### config.mk
export PLATFORM = sky130hd
export DESIGN_NAME = rd_req_issuer_flat
export DESIGN_NICKNAME = d
export VERILOG_FILES = /design/src/rtl/rd_req_issuer_pkg.sv /design/src/rtl/rd_req_issuer_if.sv /design/src/rtl/rd_req_issuer_lane.sv /design/src/rtl/rd_req_issuer.sv /design/src/flat_wrapper.sv
export SDC_FILE = /design/constraint.sdc
export NUM_CORES = 1
export LEC_CHECK = 0
export BUFFER_PORTS_ARGS = -buffer_cell sky130_fd_sc_hd__buf_2
export CORE_AREA = 2 2 175 177
export CTS_BUF_LIST = sky130_fd_sc_hd__clkbuf_2 sky130_fd_sc_hd__clkbuf_4 sky130_fd_sc_hd__clkbuf_8
export DETAILED_ROUTE_END_ITERATION = 8
export DIE_AREA = 0 0 177 179
export PLACE_DENSITY = 0.73
export SKIP_CTS_REPAIR_TIMING = 1
export SYNTH_ARGS = -nofsm -noshare
export SYNTH_HDL_FRONTEND = slang
export SYNTH_SLANG_ARGS = --single-unit
### constraint.sdc
create_clock -name clk -period 5.3 [get_ports clk]
set_input_delay 1.325 -clock clk [delete_from_list [all_inputs] [get_ports clk]]
set_output_delay 1.325 -clock clk [all_outputs]
set_load 0.02 [all_outputs]
### src/rtl/rd_req_issuer_pkg.sv
// Shared definitions for the read-request issuer: lane FSM encoding and AXI
// length field width.
package rd_req_issuer_pkg;

    localparam int AXI_LEN_WIDTH = 8;

    typedef enum logic [1:0] {
        LANE_IDLE  = 2'd0,
        LANE_ISSUE = 2'd1,
        LANE_DRAIN = 2'd2,
        LANE_DONE  = 2'd3
    } lane_state_e;

endpackage

### src/rtl/rd_req_issuer_if.sv
// Per-lane AXI read-address bus plus the per-lane "last beat received" pulse.
interface rd_req_issuer_if #(
    parameter int NUM_AXI        = 4,
    parameter int AXI_ADDR_WIDTH = 32
);
    import rd_req_issuer_pkg::*;

    logic [NUM_AXI-1:0]                m_arvalid;
    logic [NUM_AXI-1:0]                m_arready;
    logic [NUM_AXI*AXI_ADDR_WIDTH-1:0] m_araddr;
    logic [NUM_AXI*AXI_LEN_WIDTH-1:0]  m_arlen;
    logic [NUM_AXI-1:0]                m_rlast_hs;

    modport master (
        output m_arvalid, m_araddr, m_arlen,
        input  m_arready, m_rlast_hs
    );

    modport slave (
        input  m_arvalid, m_araddr, m_arlen,
        output m_arready, m_rlast_hs
    );
endinterface

### src/rtl/rd_req_issuer_lane.sv
// One AXI read lane: splits its share of the request into bursts, limits the
// number of bursts in flight and reports when everything has come back.
module rd_req_lane
    import rd_req_issuer_pkg::*;
#(
    parameter int TX_SIZE_WIDTH   = 10,
    parameter int AXI_ADDR_WIDTH  = 32,
    parameter int MAX_BURST_LEN   = 16,
    parameter int BEAT_BYTES      = 8,
    parameter int MAX_OUTSTANDING = 4
) (
    input  logic                      clk,
    input  logic                      reset,
    input  logic                      accept,
    input  logic                      release_all,
    input  logic [TX_SIZE_WIDTH-1:0]  size,
    input  logic [AXI_ADDR_WIDTH-1:0] start_addr,
    input  logic                      arready,
    input  logic                      rlast_hs,
    output logic                      arvalid,
    output logic [AXI_ADDR_WIDTH-1:0] araddr,
    output logic [AXI_LEN_WIDTH-1:0]  arlen,
    output logic                      done,
    output logic                      done_next,
    output logic                      idle_next,
    output logic                      rlast_err
);
    localparam int OUT_WIDTH  = $clog2(MAX_OUTSTANDING + 1);
    localparam int BEAT_WIDTH = AXI_LEN_WIDTH + 1;

    lane_state_e               state_r, state_s;
    logic [AXI_ADDR_WIDTH-1:0] addr_r, addr_s;
    logic [TX_SIZE_WIDTH-1:0]  rem_r, rem_s;
    logic [OUT_WIDTH-1:0]      out_r, out_s;
    logic                      arvalid_r, arvalid_s;
    logic [AXI_ADDR_WIDTH-1:0] araddr_r;
    logic [AXI_LEN_WIDTH-1:0]  arlen_r, arlen_s;
    logic                      ar_hs_s, rlast_ok_s;
    logic [BEAT_WIDTH-1:0]     beats_s;

    // Next-state, counter and output-register values for the lane.
    always_comb begin
        ar_hs_s    = arvalid_r & arready;
        rlast_ok_s = rlast_hs & (out_r != OUT_WIDTH'(0));
        rlast_err  = rlast_hs & (out_r == OUT_WIDTH'(0));
        beats_s    = BEAT_WIDTH'(arlen_r) + BEAT_WIDTH'(1);
        state_s    = state_r;
        addr_s     = addr_r;
        rem_s      = rem_r;
        out_s      = out_r;
        arvalid_s  = 1'b0;
        arlen_s    = AXI_LEN_WIDTH'(0);

        // Burst accepted on AR: advance address (wraps naturally) and remaining.
        if (ar_hs_s) begin
            addr_s = addr_r + AXI_ADDR_WIDTH'(beats_s) * AXI_ADDR_WIDTH'(BEAT_BYTES);
            rem_s  = rem_r - TX_SIZE_WIDTH'(beats_s);
        end else begin
            addr_s = addr_r;
            rem_s  = rem_r;
        end

        // Simultaneous issue and completion cancel out.
        case ({ar_hs_s, rlast_ok_s})
            2'b10:   out_s = out_r + OUT_WIDTH'(1);
            2'b01:   out_s = out_r - OUT_WIDTH'(1);
            default: out_s = out_r;
        endcase

        case (state_r)
            LANE_IDLE: begin
                if (accept) begin
                    addr_s  = start_addr;
                    rem_s   = size;
                    out_s   = OUT_WIDTH'(0);
                    state_s = (size == TX_SIZE_WIDTH'(0)) ? LANE_DONE : LANE_ISSUE;
                end else begin
                    state_s = LANE_IDLE;
                end
            end
            LANE_ISSUE: begin
                if (rem_s == TX_SIZE_WIDTH'(0)) begin
                    state_s = LANE_DRAIN;
                end else begin
                    state_s = LANE_ISSUE;
                end
            end
            LANE_DRAIN: begin
                if (out_s == OUT_WIDTH'(0)) begin
                    state_s = LANE_DONE;
                end else begin
                    state_s = LANE_DRAIN;
                end
            end
            LANE_DONE: begin
                if (release_all) begin
                    state_s = LANE_IDLE;
                end else begin
                    state_s = LANE_DONE;
                end
            end
            default: state_s = LANE_IDLE;
        endcase

        // AR outputs are registered from the next-state view of the lane.
        if (state_s == LANE_ISSUE) begin
            arvalid_s = (out_s < OUT_WIDTH'(MAX_OUTSTANDING));
            if (rem_s > TX_SIZE_WIDTH'(MAX_BURST_LEN)) begin
                arlen_s = AXI_LEN_WIDTH'(MAX_BURST_LEN - 1);
            end else begin
                arlen_s = AXI_LEN_WIDTH'(rem_s - TX_SIZE_WIDTH'(1));
            end
        end else begin
            arvalid_s = 1'b0;
            arlen_s   = AXI_LEN_WIDTH'(0);
        end
    end

    assign done_next = (state_s == LANE_DONE);
    assign idle_next = (state_s == LANE_IDLE);
    assign done      = (state_r == LANE_DONE);
    assign arvalid   = arvalid_r;
    assign araddr    = araddr_r;
    assign arlen     = arlen_r;

    // Lane state, counters and AR output registers.
    always_ff @(posedge clk) begin
        if (reset) begin
            state_r   <= LANE_IDLE;
            addr_r    <= AXI_ADDR_WIDTH'(0);
            rem_r     <= TX_SIZE_WIDTH'(0);
            out_r     <= OUT_WIDTH'(0);
            arvalid_r <= 1'b0;
            araddr_r  <= AXI_ADDR_WIDTH'(0);
            arlen_r   <= AXI_LEN_WIDTH'(0);
        end else begin
            state_r   <= state_s;
            addr_r    <= addr_s;
            rem_r     <= rem_s;
            out_r     <= out_s;
            arvalid_r <= arvalid_s;
            araddr_r  <= addr_s;
            arlen_r   <= arlen_s;
        end
    end
endmodule

### src/rtl/rd_req_issuer.sv
// Read-request issuer: fans one request out to NUM_AXI independent AXI read
// lanes, signals completion once every lane has drained, flags protocol errors.
module rd_req_issuer
    import rd_req_issuer_pkg::*;
#(
    parameter int NUM_AXI         = 4,
    parameter int TX_SIZE_WIDTH   = 10,
    parameter int AXI_ADDR_WIDTH  = 32,
    parameter int MAX_BURST_LEN   = 16,
    parameter int BEAT_BYTES      = 8,
    parameter int MAX_OUTSTANDING = 4
) (
    input  logic                              clk,
    input  logic                              reset,
    input  logic                              rx_req,
    input  logic [TX_SIZE_WIDTH-1:0]          rx_req_size,
    input  logic [NUM_AXI*AXI_ADDR_WIDTH-1:0] rx_addr,
    output logic                              req_ready,
    output logic                              rd_done,
    output logic                              err_drop,
    output logic                              err_rlast,
    rd_req_issuer_if.master                   ar
);
    logic                              accept_s;
    logic                              all_done_s;
    logic [NUM_AXI-1:0]                arvalid_s, done_s, done_next_s, idle_next_s, rlast_err_s;
    logic [NUM_AXI*AXI_ADDR_WIDTH-1:0] araddr_s;
    logic [NUM_AXI*AXI_LEN_WIDTH-1:0]  arlen_s;
    logic                              req_ready_r, rd_done_r, err_drop_r, err_rlast_r;

    assign accept_s   = rx_req & req_ready_r;
    assign all_done_s = &done_s;

    for (genvar i = 0; i < NUM_AXI; i++) begin : g_lane
        rd_req_lane #(
            .TX_SIZE_WIDTH  (TX_SIZE_WIDTH),
            .AXI_ADDR_WIDTH (AXI_ADDR_WIDTH),
            .MAX_BURST_LEN  (MAX_BURST_LEN),
            .BEAT_BYTES     (BEAT_BYTES),
            .MAX_OUTSTANDING(MAX_OUTSTANDING)
        ) u_lane (
            .clk        (clk),
            .reset      (reset),
            .accept     (accept_s),
            .release_all(all_done_s),
            .size       (rx_req_size),
            .start_addr (rx_addr[i*AXI_ADDR_WIDTH +: AXI_ADDR_WIDTH]),
            .arready    (ar.m_arready[i]),
            .rlast_hs   (ar.m_rlast_hs[i]),
            .arvalid    (arvalid_s[i]),
            .araddr     (araddr_s[i*AXI_ADDR_WIDTH +: AXI_ADDR_WIDTH]),
            .arlen      (arlen_s[i*AXI_LEN_WIDTH +: AXI_LEN_WIDTH]),
            .done       (done_s[i]),
            .done_next  (done_next_s[i]),
            .idle_next  (idle_next_s[i]),
            .rlast_err  (rlast_err_s[i])
        );
    end

    assign ar.m_arvalid = arvalid_s;
    assign ar.m_araddr  = araddr_s;
    assign ar.m_arlen   = arlen_s;
    assign req_ready    = req_ready_r;
    assign rd_done      = rd_done_r;
    assign err_drop     = err_drop_r;
    assign err_rlast    = err_rlast_r;

    // Ready / completion pulse registers and sticky error flags.
    always_ff @(posedge clk) begin
        if (reset) begin
            req_ready_r <= 1'b1;
            rd_done_r   <= 1'b0;
            err_drop_r  <= 1'b0;
            err_rlast_r <= 1'b0;
        end else begin
            req_ready_r <= &idle_next_s;
            rd_done_r   <= (&done_next_s) & ~all_done_s;
            err_drop_r  <= err_drop_r | (rx_req & ~req_ready_r);
            err_rlast_r <= err_rlast_r | (|rlast_err_s);
        end
    end
endmodule

### src/flat_wrapper.sv
// flat-port wrapper written by rule: the top's interface ports become plain ports
module rd_req_issuer_flat import rd_req_issuer_pkg::*;
#(
    parameter int NUM_AXI         = 4,
    parameter int TX_SIZE_WIDTH   = 10,
    parameter int AXI_ADDR_WIDTH  = 32,
    parameter int MAX_BURST_LEN   = 16,
    parameter int BEAT_BYTES      = 8,
    parameter int MAX_OUTSTANDING = 4
)
  (clk, reset, rx_req, rx_req_size, rx_addr, req_ready, rd_done, err_drop, err_rlast, ar_m_arvalid, ar_m_araddr, ar_m_arlen, ar_m_arready, ar_m_rlast_hs);
  rd_req_issuer_if #(.NUM_AXI(NUM_AXI), .AXI_ADDR_WIDTH(AXI_ADDR_WIDTH)) ar_i ();
  input  logic clk;
  input  logic reset;
  input  logic rx_req;
  input  logic [TX_SIZE_WIDTH-1:0] rx_req_size;
  input  logic [NUM_AXI*AXI_ADDR_WIDTH-1:0] rx_addr;
  output logic req_ready;
  output logic rd_done;
  output logic err_drop;
  output logic err_rlast;
  output wire logic [$bits(ar_i.m_arvalid)-1:0] ar_m_arvalid;
  output wire logic [$bits(ar_i.m_araddr)-1:0] ar_m_araddr;
  output wire logic [$bits(ar_i.m_arlen)-1:0] ar_m_arlen;
  input wire logic [$bits(ar_i.m_arready)-1:0] ar_m_arready;
  input wire logic [$bits(ar_i.m_rlast_hs)-1:0] ar_m_rlast_hs;
  assign ar_m_arvalid = ar_i.m_arvalid;
  assign ar_m_araddr = ar_i.m_araddr;
  assign ar_m_arlen = ar_i.m_arlen;
  assign ar_i.m_arready = ar_m_arready;
  assign ar_i.m_rlast_hs = ar_m_rlast_hs;
  rd_req_issuer #(.NUM_AXI(NUM_AXI), .TX_SIZE_WIDTH(TX_SIZE_WIDTH), .AXI_ADDR_WIDTH(AXI_ADDR_WIDTH), .MAX_BURST_LEN(MAX_BURST_LEN), .BEAT_BYTES(BEAT_BYTES), .MAX_OUTSTANDING(MAX_OUTSTANDING)) u_core (.clk(clk), .reset(reset), .rx_req(rx_req), .rx_req_size(rx_req_size), .rx_addr(rx_addr), .req_ready(req_ready), .rd_done(rd_done), .err_drop(err_drop), .err_rlast(err_rlast), .ar(ar_i));
endmodule
After elaboration in Yosys (flattened, before gate mapping). Index checks and enable logic that the tools add are counted.

Output and inout bits: 168. Register bits: 228. Word-level logic and storage cells: 207. Input bits: 149.

Equal/unequal tests: 28. Bitwise operators: 23. Muxes and demuxes: 55. Reduce and logical (&&, ||, !) cells: 37. Magnitude comparators: 8. $add $sub $neg: 24.

Operator list (count): $mux W32 (12); $add A32 B12 Y32 (4); $mux W10 (12); $logic_not A10 Y1 (5); $gt A10 B5 Y1 const B (4); $sub A10 B9 Y10 (4); $add A8 B1 Y9 const B (4); $eq A2 B2 Y1 const B (16); $pmux W2 S4 (4); $sub A8 B1 Y8 const B (4); $eq A2 B1 Y1 const B (12); $logic_not A3 Y1 (8); $mux W3 (8); $pmux W3 S2 (4); $logic_not A2 Y1 (8); $mux W4 (4); $and A1 B1 Y1 (15); $mux W2 (7); $add A3 B1 Y3 const B (4); $lt A3 B3 Y1 const B (4); $reduce_and A4 Y1 (3); $reduce_bool A3 Y1 (4); $reduce_or A3 Y1 (4); $sub A3 B1 Y3 const B (4); other kinds (5) (17).

Depth between registers and ports, before layout.
Depth in word-level cells: 10. Depth in mapped cells: 16. Mapped depth without buffers: 14.

Cells and area by module. From an unflattened synthesis, not the netlist that was laid out.

Cells, all modules: 1907. Area, all modules: 15168.3 um^2.

Modules (own cells, without submodules): rd_req_lane at u_core.g_lane[1].u_lane ... (area each 3699.8 um^2, times used 2, cells an instance 464, sequential area each 1121.1 um^2); rd_req_lane at u_core.g_lane[0].u_lane (area each 3852.4 um^2, times used 1, cells an instance 487, sequential area each 1121.1 um^2); rd_req_lane at u_core.g_lane[3].u_lane (area each 3763.6 um^2, times used 1, cells an instance 477, sequential area each 1121.1 um^2); rd_req_issuer (area each 152.6 um^2, times used 1, cells an instance 15, sequential area each 80.1 um^2).

Worst setup path after synthesis. No wires, ideal clock.

Path kind: input-to-reg. Start: in ar_m_arready[2]. End: reg u_core.rd_done_r, in the netlist u_core.rd_done. Arrival: 4484 ps. Slack: 754 ps. Path buffers: 3. Stages on the path: 14. Library setup time: 62 ps. Required time: 5238 ps. Path through: and2_1 inv_2 buf_2 buf_1 clkbuf_1 ha_1 fa_1 or3b_1 a21oi_1 a32oi_1 o21a_1 or4_1 nor2_1 and4b_1.

Longest elaborated chain between the ends: 9. Elaborated cells on any way between the ends: 13. Those cells by class: 3 x eq/ne; 5 x mux; 2 x bitwise; 3 x reduce/logical.

Ends and longest elaborated chain: start, declared (line flat_wrapper.sv:25) `input wire logic [$bits(ar_i.m_arready)-1:0] ar_m_arready;`; $and A1 B1 Y1 (*) (line rd_req_issuer_lane.sv:43) `ar_hs_s = arvalid_r & arready;`; $eq A2 B1 Y1 or $eq A2 B2 Y1 (tied branches) (line rd_req_issuer_lane.sv:64) `case ({ar_hs_s, rlast_ok_s})`; $pmux W3 S2 (line rd_req_issuer_lane.sv:64); $logic_not A3 Y1 (line rd_req_issuer_lane.sv:89) `if (out_s == OUT_WIDTH'(0)) begin`; $mux W1 (line rd_req_issuer_lane.sv:89); $pmux W2 S4 (*) (line rd_req_issuer_lane.sv:70) `case (state_r)`; $eq A2 B2 Y1 (*) (line rd_req_issuer_lane.sv:119) `assign done_next = (state_s == LANE_DONE);`; $reduce_and A4 Y1 (*) (line rd_req_issuer.sv:77) `rd_done_r <= (&done_next_s) & ~all_done_s;`; $and A1 B1 Y1 (*) (line rd_req_issuer.sv:77); end signal, assigned (line rd_req_issuer.sv:77); end, declared (line rd_req_issuer.sv:29) `logic req_ready_r, rd_done_r, err_drop_r, err_rlast_r;`.

Mark *: on every way between the ends. The rest lies on a longest branch, timed or not. A chain may end at the register's enable or synchronous reset.

Worst setup path after layout.
Start: in ar_m_arready[0]. End: reg u_core.rd_done_r, in the netlist u_core.rd_done.

The elaborated chain is that of the path after synthesis.

==> summary.md <==
| Metric | Value |
|---|---|
| Net Sw Frac | `0.4478` |
| Final setup violation count | `0` |
| Vias per inst | `roughly 5.7` |
| Post-Synth Adder-Cell Area | `0.08823` |
| Largest family of logic cells by synthesized area | `simple AND/OR/NAND/NOR gates` |
| CP Capture Point | `u_core.rd_done` |
| Maximum vdd drop | `approximately 0.00028 V` |
| Seq/Total Area, Yosys | `0.3119` |
| Via count | `14420` |
| Clock Tree Root | `clkbuf_8` |
| Worst-Skew Late Latency | `roughly 550 ps` |
| Gr ovfl total | `0` |
| Syn Std Cell Area | `between 10000 and 15000 um2` |
| Worst Path Max Fanout | `26` |
| Count leader, synth | `dfxtp_1` |
| Final core utilization | `0.5803` |
| CP Launch Type | `input pin` |
| Initial Utilization | `0.4874` |
| Crit path arrival time | `between 4000 and 5000 ps` |
| Slew Viols, Final | `0` |
| Diodes inserted | `0` |
| Dominant synthesized flop cell | `dfxtp_1` |
| P_int | `between 5 and 6 mW` |
| Post-synth top cells | `dfxtp_1, nor2_1, nand2_1` |
| Largest net degree at the start of global routing | `115` |
| Routability congestion estimate | `between 0.8 and 0.9` |
| Period utilisation layout | `0.7192` |
| Die Span X | `between 150 and 200 um` |
| ANT nets after route | `0` |
| Compound-Gate Fraction of Synth Area | `0.2091` |
| Cell Rows | `64` |
| Wire per inst | `17.08 um` |
| PortBufs | `between 300 and 400` |
| R2R setup slack | `1550 ps` |
| H-tree depth | `2` |
| Worst R2R End | `u_core.g_lane[1].u_lane.arlen[0]` |
| Final #Nets | `2354` |
| Grt met1 use | `0.3240` |
| RSZ-0062 raised after global routing | `no` |
| Fin cells | `approximately 2500` |
| Post-Synth Simple-Gate Area | `0.2331` |
| Max_slew headroom | `0.2440` |
| Routed WL | `around 43 mm` |
| Worst slew pin tran | `1119 ps` |
| MaxCap Viol Count | `0` |
| Layout fillers | `about 2800` |
| Share of the synthesized area in the top cell type | `0.3119` |
| Share of synthesized registers carrying an async set or reset | `0` |
| Combinational share of power | `0.521` |
| DP HPWL | `approximately 32 mm` |
| Min-delay worst type | `reg -> reg` |
| Post-synthesis xor/xnor area fraction | `0.09156` |
| CP max-delay cell | `or4_1` |
| CTS tree | `built` |
| Total clock sinks | `228` |
| Critical Path RT | `5780 ps` |
| DRT Pass-1 Iters | `5` |
| Post-route minimum period | `3812 ps` |
| Kind of critical path | `in -> reg` |
| Max incr delay on CP | `520 ps` |
| Layout cells sized above 1 | `0.2091` |
| Longest Clk Path Bufs | `3` |
| Vias in the first global route | `about 14000` |
| Cell mode on critical path | `nor2_1` |
| Hold Violations, Final | `0` |
| Layer with the highest usage | `met2` |
| Mapped Cells | `1817` |
| CTS Buf Count | `42` |
| Core footprint | `30030 um2` |
| M3 GR Usage | `0.06446` |
| Mux share of post-synthesis cell area | `0.01470` |
| Pwr dens | `between 500 and 600 nW/um2` |
| Setup crit start | `ar_m_arready[0]` |
| Dpl cells | `between 2000 and 2500` |
| Post-synth EDFFs | `0` |
| Hold Slack | `between 400 and 500 ps` |
| PnR Total Power | `between 9 and 10 mW` |
| Setup TNS | `0 ps` |
| Area grow syn2layout | `19.06%` |
| Synth top area cells | `dfxtp_1, ha_1, xnor2_1, nor2_1, a211oi_1` |
| P_leak | `7.636 nW` |
| Worst setup EP type | `flip-flop` |
| DRC | `0` |
| Worst-path clk slew | `around 60 ps` |
| Launching point of the worst reg2reg path | `u_core.g_lane[1].u_lane.arlen[0]` |
| Io pins | `roughly 320` |
| Cell variety after synth | `92` |
| Synthesized area per cell | `between 8 and 9 um2` |
| R2R cell count | `13` |
| Clock skew | `a little under 20 ps` |
| Clock share of power | `0.193` |
| Global-route wire length before repair | `about 68 mm` |
| Switching power | `approximately 4.3 mW` |
| Status | `finished, final reports clean` |
| Sequential share of power | `0.287` |
| Max Clk Rate | `~260 MHz` |
| Yosys warns | `0` |
| Die H | `around 180 um` |
| Top cell type by total area after synthesis | `dfxtp_1` |
| Initial DRC Count | `between 700 and 800` |
| Die area | `roughly 32000 um2` |
| Overall routing resource usage | `0.2646` |
| Met2 usage | `0.4525` |
| Critical path cell sequence | `buf_2 -> and2_4 -> clkinv_2 -> ha_1 -> fa_1 -> xnor2_1 -> nor2_1 -> xor2_1 -> or3_1 -> a32o_1 -> or4_1 -> nor2_1 -> and4b_1` |
| Antenna violations before repair | `3` |
| Seq cells post-synth | `between 200 and 250` |
## layer usage
| layer | vias up | part of all wire |
|---|---|---|
| li1 | 7126 | - |
| met1 | 6666 | 0.42 |
| met2 | 527 | 0.47 |
| met3 | 94 | 0.084 |
| met4 | 6 | 0.030 |
| met5 | - | 0.00095 |
## final cells by class
| cell class | instances | area (um2) | share of cell area |
|---|---|---|---|
| Inverter | 92 | 346.6 | 0.01989 |
| Tap cell | 396 | 495.5 | 0.02843 |
| Multi-Input combinational cell | 1412 | 9378 | 0.5382 |
| Clock inverter | 4 | 45.04 | 0.002585 |
| Sequential cell | 228 | 4564 | 0.2619 |
| Clock buffer | 69 | 880.8 | 0.05055 |
| Timing Repair Buffer | 333 | 1715 | 0.09844 |
## cells in the final DEF (no fill, tap or decap), drive strengths merged, types with 20 or more instances in the layout
cell type,netlist,layout
xnor2,109,109
a21oi,93,93
nand2,175,175
nor2,219,219
clkbuf,70,69
buf,22,333
inv,91,91
o211ai,21,21
nand3,62,62
and2,32,32
a311oi,36,36
nand4,20,20
dfxtp,228,228
nor3,59,59
xor2,44,44
a211oi,105,105
ha,84,84
and3,25,25
o21ai,48,48
## power by group through the flow
stage | combinational, mW | clock, mW | sequential [mW]
2_1_floorplan | 3.39 | 0 | 3.02
6_report | 4.98 | 1.84 | 2.75
5_1_grt | 5.54 | 1.97 | 2.81
3_3_place_gp | 4.80 | 0 | 2.75
3_5_place_dp | 4.93 | 0 | 2.77
4_1_cts | 4.97 | 1.89 | 2.74
## cells by family (layout without fill, tap and decap cells)
kind of cell             count (synthesis)  after routing
AND/OR/NAND/NOR                        702            702
flip-flops                             228            228
buffers and inverters                  184            498
other                                    1              8
adder cells (fa/ha/maj)                 96             96
multiplexers                            20             20
AO/OA/AOI/OAI                          433            433
XOR/XNOR                               153            153
## sequential cells by signal, summed over array words and instances, names as in the netlist
name	cells
u_core.err_drop	1
u_core.err_rlast	1
u_core.g_lane.u_lane.state_r	8
u_core.rd_done	1
u_core.req_ready	1
u_core.g_lane.u_lane.araddr	128
u_core.g_lane.u_lane.arlen	32
u_core.g_lane.u_lane.rem_r	40
u_core.g_lane.u_lane.arvalid	4
u_core.g_lane.u_lane.out_r	12
## per-stage QoR
| step | area [um2] | worst slack, ps |
|---|---|---|
| global placement | 16500 | 941.4 |
| finish | 17430 | 1488 |
| floorplan | 14660 | 754.1 |
| CTS | 17430 | 1520 |
| detailed placement | 16500 | 948.8 |
| global route | 17430 | 1262 |
## how the worst min path moves through the flow
stage / slack, ps / startpoint / depth (start not counted) / end
6_report: 450 / u_core.g_lane[1].u_lane.araddr[2] / 2 / u_core.g_lane[1].u_lane.araddr[2]
5_1_grt: 480 / u_core.g_lane[2].u_lane.araddr[0] / 2 / u_core.g_lane[2].u_lane.araddr[0]
4_1_cts: 460 / u_core.g_lane[0].u_lane.araddr[2] / 2 / u_core.g_lane[0].u_lane.araddr[2]
3_5_place_dp: 450 / u_core.g_lane[0].u_lane.araddr[2] / 2 / u_core.g_lane[0].u_lane.araddr[2]
3_3_place_gp: 440 / u_core.g_lane[3].u_lane.araddr[2] / 2 / u_core.g_lane[3].u_lane.araddr[2]
2_1_floorplan: 530 / u_core.g_lane[0].u_lane.araddr[0] / 2 / u_core.g_lane[0].u_lane.araddr[0]
## worst max-delay path: cells and delay by family
| family | cells | cell delay, ps |
|---|---|---|
| AND/OR/NAND/NOR | 6 | 1530 |
| AO/OA/AOI/OAI | 1 | 280 |
| XOR/XNOR | 2 | 320 |
| buffers and inverters | 2 | 180 |
| adder cells (fa/ha/maj) | 2 | 640 |
Note: power is estimated with default switching activity, not from simulation.
